### src/rtl/button_event_scheduler.sv
// Debounces NUM_PB push buttons on a shared tick and queues PRESS/RELEASE/LONG
// events through one pending slot per button into a round-robin output register.
module button_event_scheduler #(
  parameter int unsigned NUM_PB       = 4,
  parameter int unsigned TICK_DIV     = 24000,
  parameter int unsigned STABLE_TICKS = 11,
  parameter int unsigned LONG_TICKS   = 1000
) (
  input  logic              clk,
  input  logic              rst_n,
  input  logic [NUM_PB-1:0] pb,
  output logic [NUM_PB-1:0] clean_pb,
  output logic              ev_valid,
  input  logic              ev_ready,
  output logic [2:0]        ev_id,
  output logic [1:0]        ev_code,
  output logic              overflow,
  input  logic              clr_overflow
);

  localparam int unsigned TW = (TICK_DIV > 1) ? $clog2(TICK_DIV) : 1;
  localparam int unsigned SW = $clog2(STABLE_TICKS + 1);
  localparam int unsigned LW = $clog2(LONG_TICKS + 1);

  typedef enum logic [1:0] {
    EV_NONE    = 2'b00,
    EV_PRESS   = 2'b01,
    EV_RELEASE = 2'b10,
    EV_LONG    = 2'b11
  } ev_code_e;

  logic [NUM_PB-1:0] sync1_q, sync2_q;
  logic [NUM_PB-1:0] clean_q, clean_d;
  logic [TW-1:0]     tick_cnt_q, tick_cnt_d;
  logic              tick;
  logic [SW-1:0]     stab_q [NUM_PB];
  logic [SW-1:0]     stab_d [NUM_PB];
  logic [LW-1:0]     long_q [NUM_PB];
  logic [LW-1:0]     long_d [NUM_PB];
  logic [NUM_PB-1:0] toggle;
  logic [NUM_PB-1:0] new_ev;
  ev_code_e          new_code [NUM_PB];

  logic [NUM_PB-1:0] occ_q, occ_d;
  ev_code_e          slot_q [NUM_PB];
  ev_code_e          slot_d [NUM_PB];
  logic [2:0]        last_q, last_d;
  logic              gnt_vld;
  logic [2:0]        gnt_id;
  logic [NUM_PB-1:0] gnt_oh;
  ev_code_e          gnt_code;
  logic              take;
  logic              drop;

  logic              out_vld_q, out_vld_d;
  logic [2:0]        out_id_q, out_id_d;
  ev_code_e          out_code_q, out_code_d;
  logic              ovf_q, ovf_d;

  always_comb begin
    tick       = (tick_cnt_q == TW'(TICK_DIV - 1));
    tick_cnt_d = tick ? '0 : tick_cnt_q + TW'(1);
    clean_d    = clean_q;
    toggle     = '0;
    new_ev     = '0;
    for (int unsigned i = 0; i < NUM_PB; i++) begin
      stab_d[i]   = stab_q[i];
      long_d[i]   = long_q[i];
      new_code[i] = EV_NONE;
      if (tick) begin
        if (sync2_q[i] == clean_q[i]) begin
          stab_d[i] = '0;
        end else if (stab_q[i] == SW'(STABLE_TICKS - 1)) begin
          stab_d[i]   = '0;
          toggle[i]   = 1'b1;
          clean_d[i]  = ~clean_q[i];
          new_ev[i]   = 1'b1;
          new_code[i] = clean_q[i] ? EV_RELEASE : EV_PRESS;
        end else begin
          stab_d[i] = stab_q[i] + SW'(1);
        end
      end
      // A release decided on the same tick suppresses a coincident LONG.
      if (!clean_q[i]) begin
        long_d[i] = '0;
      end else if (tick && !toggle[i] && long_q[i] != LW'(LONG_TICKS)) begin
        long_d[i] = long_q[i] + LW'(1);
        if (long_q[i] == LW'(LONG_TICKS - 1)) begin
          new_ev[i]   = 1'b1;
          new_code[i] = EV_LONG;
        end
      end
    end
  end

  // Round-robin search starting one past the last granted slot.
  always_comb begin
    gnt_vld  = 1'b0;
    gnt_id   = '0;
    gnt_oh   = '0;
    gnt_code = EV_NONE;
    for (int unsigned k = 1; k <= NUM_PB; k++) begin
      for (int unsigned j = 0; j < NUM_PB; j++) begin
        if (!gnt_vld && occ_q[j] && j == (32'(last_q) + k) % NUM_PB) begin
          gnt_vld   = 1'b1;
          gnt_id    = 3'(j);
          gnt_oh[j] = 1'b1;
          gnt_code  = slot_q[j];
        end
      end
    end
    take = gnt_vld && (!out_vld_q || ev_ready);
  end

  always_comb begin
    occ_d      = occ_q;
    drop       = 1'b0;
    last_d     = take ? gnt_id : last_q;
    out_vld_d  = out_vld_q;
    out_id_d   = out_id_q;
    out_code_d = out_code_q;
    for (int unsigned j = 0; j < NUM_PB; j++) begin
      slot_d[j] = slot_q[j];
      if (take && gnt_oh[j]) occ_d[j] = 1'b0;
      if (new_ev[j]) begin
        if (occ_q[j] && !(take && gnt_oh[j])) begin
          drop = 1'b1;
        end else begin
          occ_d[j]  = 1'b1;
          slot_d[j] = new_code[j];
        end
      end
    end
    if (take) begin
      out_vld_d  = 1'b1;
      out_id_d   = gnt_id;
      out_code_d = gnt_code;
    end else if (out_vld_q && ev_ready) begin
      out_vld_d = 1'b0;
    end
    if (clr_overflow)  ovf_d = 1'b0;
    else if (drop)     ovf_d = 1'b1;
    else               ovf_d = ovf_q;
  end

  always_ff @(posedge clk) begin
    if (!rst_n) begin
      sync1_q    <= '0;
      sync2_q    <= '0;
      clean_q    <= '0;
      tick_cnt_q <= '0;
      occ_q      <= '0;
      last_q     <= 3'(NUM_PB - 1);
      out_vld_q  <= 1'b0;
      out_id_q   <= '0;
      out_code_q <= EV_NONE;
      ovf_q      <= 1'b0;
      for (int unsigned i = 0; i < NUM_PB; i++) begin
        stab_q[i] <= '0;
        long_q[i] <= '0;
        slot_q[i] <= EV_NONE;
      end
    end else begin
      sync1_q    <= pb;
      sync2_q    <= sync1_q;
      clean_q    <= clean_d;
      tick_cnt_q <= tick_cnt_d;
      occ_q      <= occ_d;
      last_q     <= last_d;
      out_vld_q  <= out_vld_d;
      out_id_q   <= out_id_d;
      out_code_q <= out_code_d;
      ovf_q      <= ovf_d;
      for (int unsigned i = 0; i < NUM_PB; i++) begin
        stab_q[i] <= stab_d[i];
        long_q[i] <= long_d[i];
        slot_q[i] <= slot_d[i];
      end
    end
  end

  assign clean_pb = clean_q;
  assign ev_valid = out_vld_q;
  assign ev_id    = out_id_q;
  assign ev_code  = out_code_q;
  assign overflow = ovf_q;

endmodule

### config.mk
export PLATFORM = sky130hd
export DESIGN_NAME = button_event_scheduler
export DESIGN_NICKNAME = d
export VERILOG_FILES = /design/src/rtl/button_event_scheduler.sv
export SDC_FILE = /design/constraint.sdc
export NUM_CORES = 1
export LEC_CHECK = 0
export ABC_AREA = 1
export CAP_MARGIN = 20
export CORE_UTILIZATION = 24
export DETAILED_ROUTE_END_ITERATION = 8
export PLACE_DENSITY = 0.47
export SLEW_MARGIN = 20
export SYNTH_ARGS = -nofsm -noshare
export SYNTH_HDL_FRONTEND = slang
export SYNTH_SLANG_ARGS = --single-unit
### constraint.sdc
create_clock -name clk -period 5.2 [get_ports clk]
set_input_delay 1.56 -clock clk [delete_from_list [all_inputs] [get_ports clk]]
set_output_delay 1.56 -clock clk [all_outputs]
set_load 0.01 [all_outputs]
# [Yosys cells after proc, flatten, opt, wreduce, memory -nomap -nowiden]
# Memories as Yosys holds them, arrays and structs flattened.
# Index checks and enable logic that the tools add are counted.
[totals] wordCells=342 out_inout_bits=11 memories=3 input_bits=8 mem_bits_rw=64 register_bits=40
[memory_table] memory="long_q" depth=4 width=10 rd=4 rd_clocked_by_memory_dff=0 wr=4 line_no="38" source="logic [LW-1:0] long_q [NUM_PB];"
[memory_table] memory="stab_q" depth=4 width=4 rd=4 rd_clocked_by_memory_dff=0 wr=4 line_no="36" source="logic [SW-1:0] stab_q [NUM_PB];"
[memory_table] memory="slot_q" depth=4 width=2 rd=4 rd_clocked_by_memory_dff=0 wr=4 line_no="45" source="ev_code_e slot_q [NUM_PB];"
[classes] addsub=13 n_reduce_logical=85 n_bitwise=21 n_mux=178 n_eq_ne=29
[ops] cell="$logic_not 32->1" count=4
[ops] cell="$mux 10" count=12
[ops] cell="$mux 2" count=56
[ops] cell="$mux 1" count=80
[ops] cell="$mux 4" count=16
[ops] cell="$logic_and 1x1->1" count=49
[ops] cell="$mux 3" count=14
[ops] cell="$add 10x1->10 const B" count=4
[ops] cell="$eq 10x10->1 const B" count=4
[ops] cell="$ne 10x10->1 const B" count=4
[ops] cell="$logic_not 1->1" count=24
[ops] cell="$add 4x1->4 const B" count=4
[ops] cell="$eq 2x2->1 const A" count=8
[ops] cell="$eq 4x4->1 const B" count=4
[ops] cell="$add 15x1->15 const B" count=1
[ops] cell="$eq 15x15->1 const B" count=1
[ops] cell="$or 1x1->1" count=12
[ops] cell="$reduce_and 3->1" count=4
[ops] cell="$not 1->1" count=9
[ops] cell="$eq 1x2->1 const A" count=4
[ops] cell="$add 2x1->2 const B" count=2
[ops] cell="$add 2x2->2 const B" count=2
[ops] cell="$eq 1x1->1" count=4
[ops] cell="$reduce_or 2->1" count=2
[ops] cell="2 further kinds" count=2

# [Longest topological paths before layout]
[logic_depth] word_depth=76 depth_mapped=17 mapped_depth_nobuf=16

# [Worst setup path after synthesis]
# Ideal clock, no wire load.
[synth_timing] path_type="input to register" start="input rst_n" end="register tick_cnt_q[14]" arrival_time_ps=2704 required_ps=5130 setup_time_ps=70 setup_slack_ps=2426 path_stages=6 path_buffers=2 path_cell_list="clkbuf_1 inv_1 nor2_1 clkbuf_1 o21ai_0 a21oi_1"
[synth_between] elab_chain_cells=2
[synth_lines] item="from (decl)" line_no="10" source="input logic rst_n,"
[synth_lines] item="$not 1->1 (no source line)"
[synth_lines] item="$reduce_or 2->1 (no source line)"
[synth_lines] item="to (signal assigned)" line_no="167" source="tick_cnt_q <= tick_cnt_d;"
[synth_lines] item="to (decl)" line_no="34" source="logic [TW-1:0] tick_cnt_q, tick_cnt_d;"
# No other way between the ends.
# A chain may end at the register's enable or synchronous reset.

# [Worst setup path after layout]
[layout_timing] start="input rst_n" end="register tick_cnt_q[10]"
# The elaborated chain is that of the path after synthesis.

==> summary.txt <==
Outcome: complete, no violations
Max-slew violations: 0
Seq/Total Area, Yosys: 0.377
Initial antenna violation count: 0
Worst path arrival time: 3.56 ns
CP startpoint kind: primary input
Initial Util: 0.248
# resized after CTS: 0
Fin Hold WS: 0.411 ns
Drt pass-1 iters: 5
H-tree levels: 3
Die footprint: 0.0234 mm^2
VDD IR max: 0.144 mV
Register bit total from synthesis: 103
Die Ht: 153 um
Vias per inst: 4.42
Vias in the first global route: 4442
CTS Hold Buffers Added: 0
Synth Instances: 777
GRT Total Usage: 0.112
Clock Sinks: 103
Lkg Pwr: 2.21 nW
Syn nets: 802
Worst slew pin tran: 0.653 ns
Fillers: 2377
HPWL Detailed: 9.33 mm
Post-CTS setup buffer count: 0
Post-route insts no fill: 1081
Layout cells sized above 1: 0.0836
RSZ-0062 raised after global routing: no
Worst path max stage delay: 0.49 ns
CTS tree: built
Via count: 4774
Routed Wire Length: 12.3 mm
Core ar.: 0.0221 mm^2
IO Count: 19
Synth cell types: 47
Minimum clock period: 3.26 ns
Crit Path Class: primary input to register
Mapped Area: 0.00547 mm^2
Worst min path class: register to register
Gr ovfl total: 0
Final GP Congestion: 0.872
Clk pin slew, worst setup/hold paths: 0.07 ns
Final setup fails: 0
Worst EP required: 5.50 ns
Final period util: 0.627
Clock Path Buffers: 2
Ant diodes: 0
Post-synth EDFFs: 0
Seq. cell area: 0.00206 mm^2
First-pass GRT wire length: 21.3 mm
Max Cap Viol: 0
Critical Path Fanout Max: 17
Remaining antenna violation count: 0
Die W: 153 um
Number of DRC markers in iteration 0: 222
Flop2flop setup slack: 2.35 ns
Warnings, synthesis: 0
Growth of design area from synthesis to finish: 13.9%
Pin count of the biggest net entering global routing: 28
Worst-case clock skew: 0.00817 ns
Setup total negative slack: 0 ns
Clk Latency, worst-skew pair: 0.35 ns
Root Buffer: clkbuf_16
Mapped Avg Cell Area: 7.04 um^2
Placed instance count: 1066
Commonest cells after routing, fill and taps aside: inv_1 (135), nand2_1 (120), dfxtp_1 (103)
Power Dens Cells: 235 mW/mm^2
CP max-delay cell: clkdlybuf4s50_1
DR DRC count: 0
Setup WS post-layout: 1.94 ns
Peak Freq: 307 MHz
Routed WL per cell: 11.4 um
Most common flop cell mapped by yosys: dfxtp_1
Number of CTS-inserted buffers: 9
Most common cell after layout, fill and taps aside: inv_1
Post-Place Setup Slack: 1.49 ns
CP cell instances: clkdlybuf4s50_1 -> inv_1 -> nor2_1 -> buf_4 -> inv_1 -> a21oi_1 -> o21ai_0 -> inv_1
Port Buf Inserts: 17
Most used cell, CP: inv_1
Final Hold Vio Count: 0
Slew margin rel.: 0.564
Final #Nets: 822
Row Count: 54
Synth async-reset ratio: 0
Worst setup EP type: register
Total area of multi-input combinational cells: 0.00283 mm^2
## flip-flops by register name, indices dropped and copies added, names as in the netlist, 2 cells and up
name / cells
occ_q: 4
sync1_q: 4
slot_q: 8
last_q: 2
stab_q: 16
long_q: 40
sync2_q: 4
ev_code: 2
tick_cnt_q: 15
ev_id: 2
clean_pb: 4
## path summary, 6_finish.rpt
kind,cells past startpoint,from,endpoint
worst max-delay path,8,rst_n,tick_cnt_q[10]$_SDFF_PP0_
worst min-delay path,2,sync1_q[1]$_SDFF_PN0_,sync2_q[1]$_SDFF_PN0_
worst max register to register,16,tick_cnt_q[0]$_SDFF_PP0_,long_q[1][9]$_SDFFE_PN0P_
worst min register to register,2,sync1_q[1]$_SDFF_PN0_,sync2_q[1]$_SDFF_PN0_
## synth_stat cells, drive strengths merged (3+ instances only)
library cell,instances,area [um^2]
nand3,52,283
dfxtp,103,2060
o211ai,4,30.0
a31oi,7,43.8
nor4,10,68.8
inv,142,533
nand4,27,196
ha,17,213
o31ai,3,22.5
a21oi,54,289
o41ai,3,26.3
o21ai,45,229
nor3,34,185
xnor2,5,43.8
clkbuf,6,22.5
xor2,11,96.3
o21a,6,45.0
buf,4,23.8
nand2,132,526
nor2,97,407
## critical path: cells and delay by family
kind | cells | cell delay, ns
buf+inv | 5 | 1.26
simple gates | 1 | 0.48
compound gates | 2 | 0.24
## power breakdown
group	leakage, nW	switching [mW]	internal (mW)	total (mW)
Sequential	0.832	0.00201	0.793	0.795
Clock	0.131	0.306	0.335	0.641
Combinational	1.25	0.0172	0.0109	0.0281
Total	2.21	0.325	1.14	1.46
## layer usage
metal,share of wire,wire length (um),global-route usage,vias to the layer above
li1,-,-,-,2584
met1,0.51,6300,0.150,2101
met2,0.44,5380,0.175,73
met3,0.032,391,0.0204,16
met4,0.020,244,0.0471,0
met5,0,0,0,-
## kinds of logic (layout without fill, tap and decap cells)
| logic type | after synthesis | count (layout) | share of synthesized area |
|---|---|---|---|
| AOI/OAI and AO/OA | 131 | 131 | 0.142 |
| and+or+nand+nor | 357 | 357 | 0.311 |
| buffers and inverters | 152 | 176 | 0.106 |
| other | 1 | 1 | 0.000685 |
| xor gates and xnor gates | 16 | 16 | 0.0256 |
| DFF | 103 | 103 | 0.377 |
| adders and majority gates | 17 | 17 | 0.0389 |
## stage by stage
step,utilization,total power [mW],cell area [um^2]
3_3_place_gp,0.270,0.842,5960
4_1_cts,0.282,1.50,6230
5_1_grt,0.282,1.53,6230
2_1_floorplan,-,0.831,5470
3_5_place_dp,0.270,0.843,5960
6_report,0.282,1.46,6230
## final cells by class
class | count | area share
sequential | 103 | 0.331
clock buffer | 10 | 0.0383
inverter | 142 | 0.0855
timing repair buffer | 19 | 0.0297
clock inverter | 5 | 0.00542
tap | 280 | 0.0562
multi-input combinational | 522 | 0.454
Power figures use the tool's default switching activity.
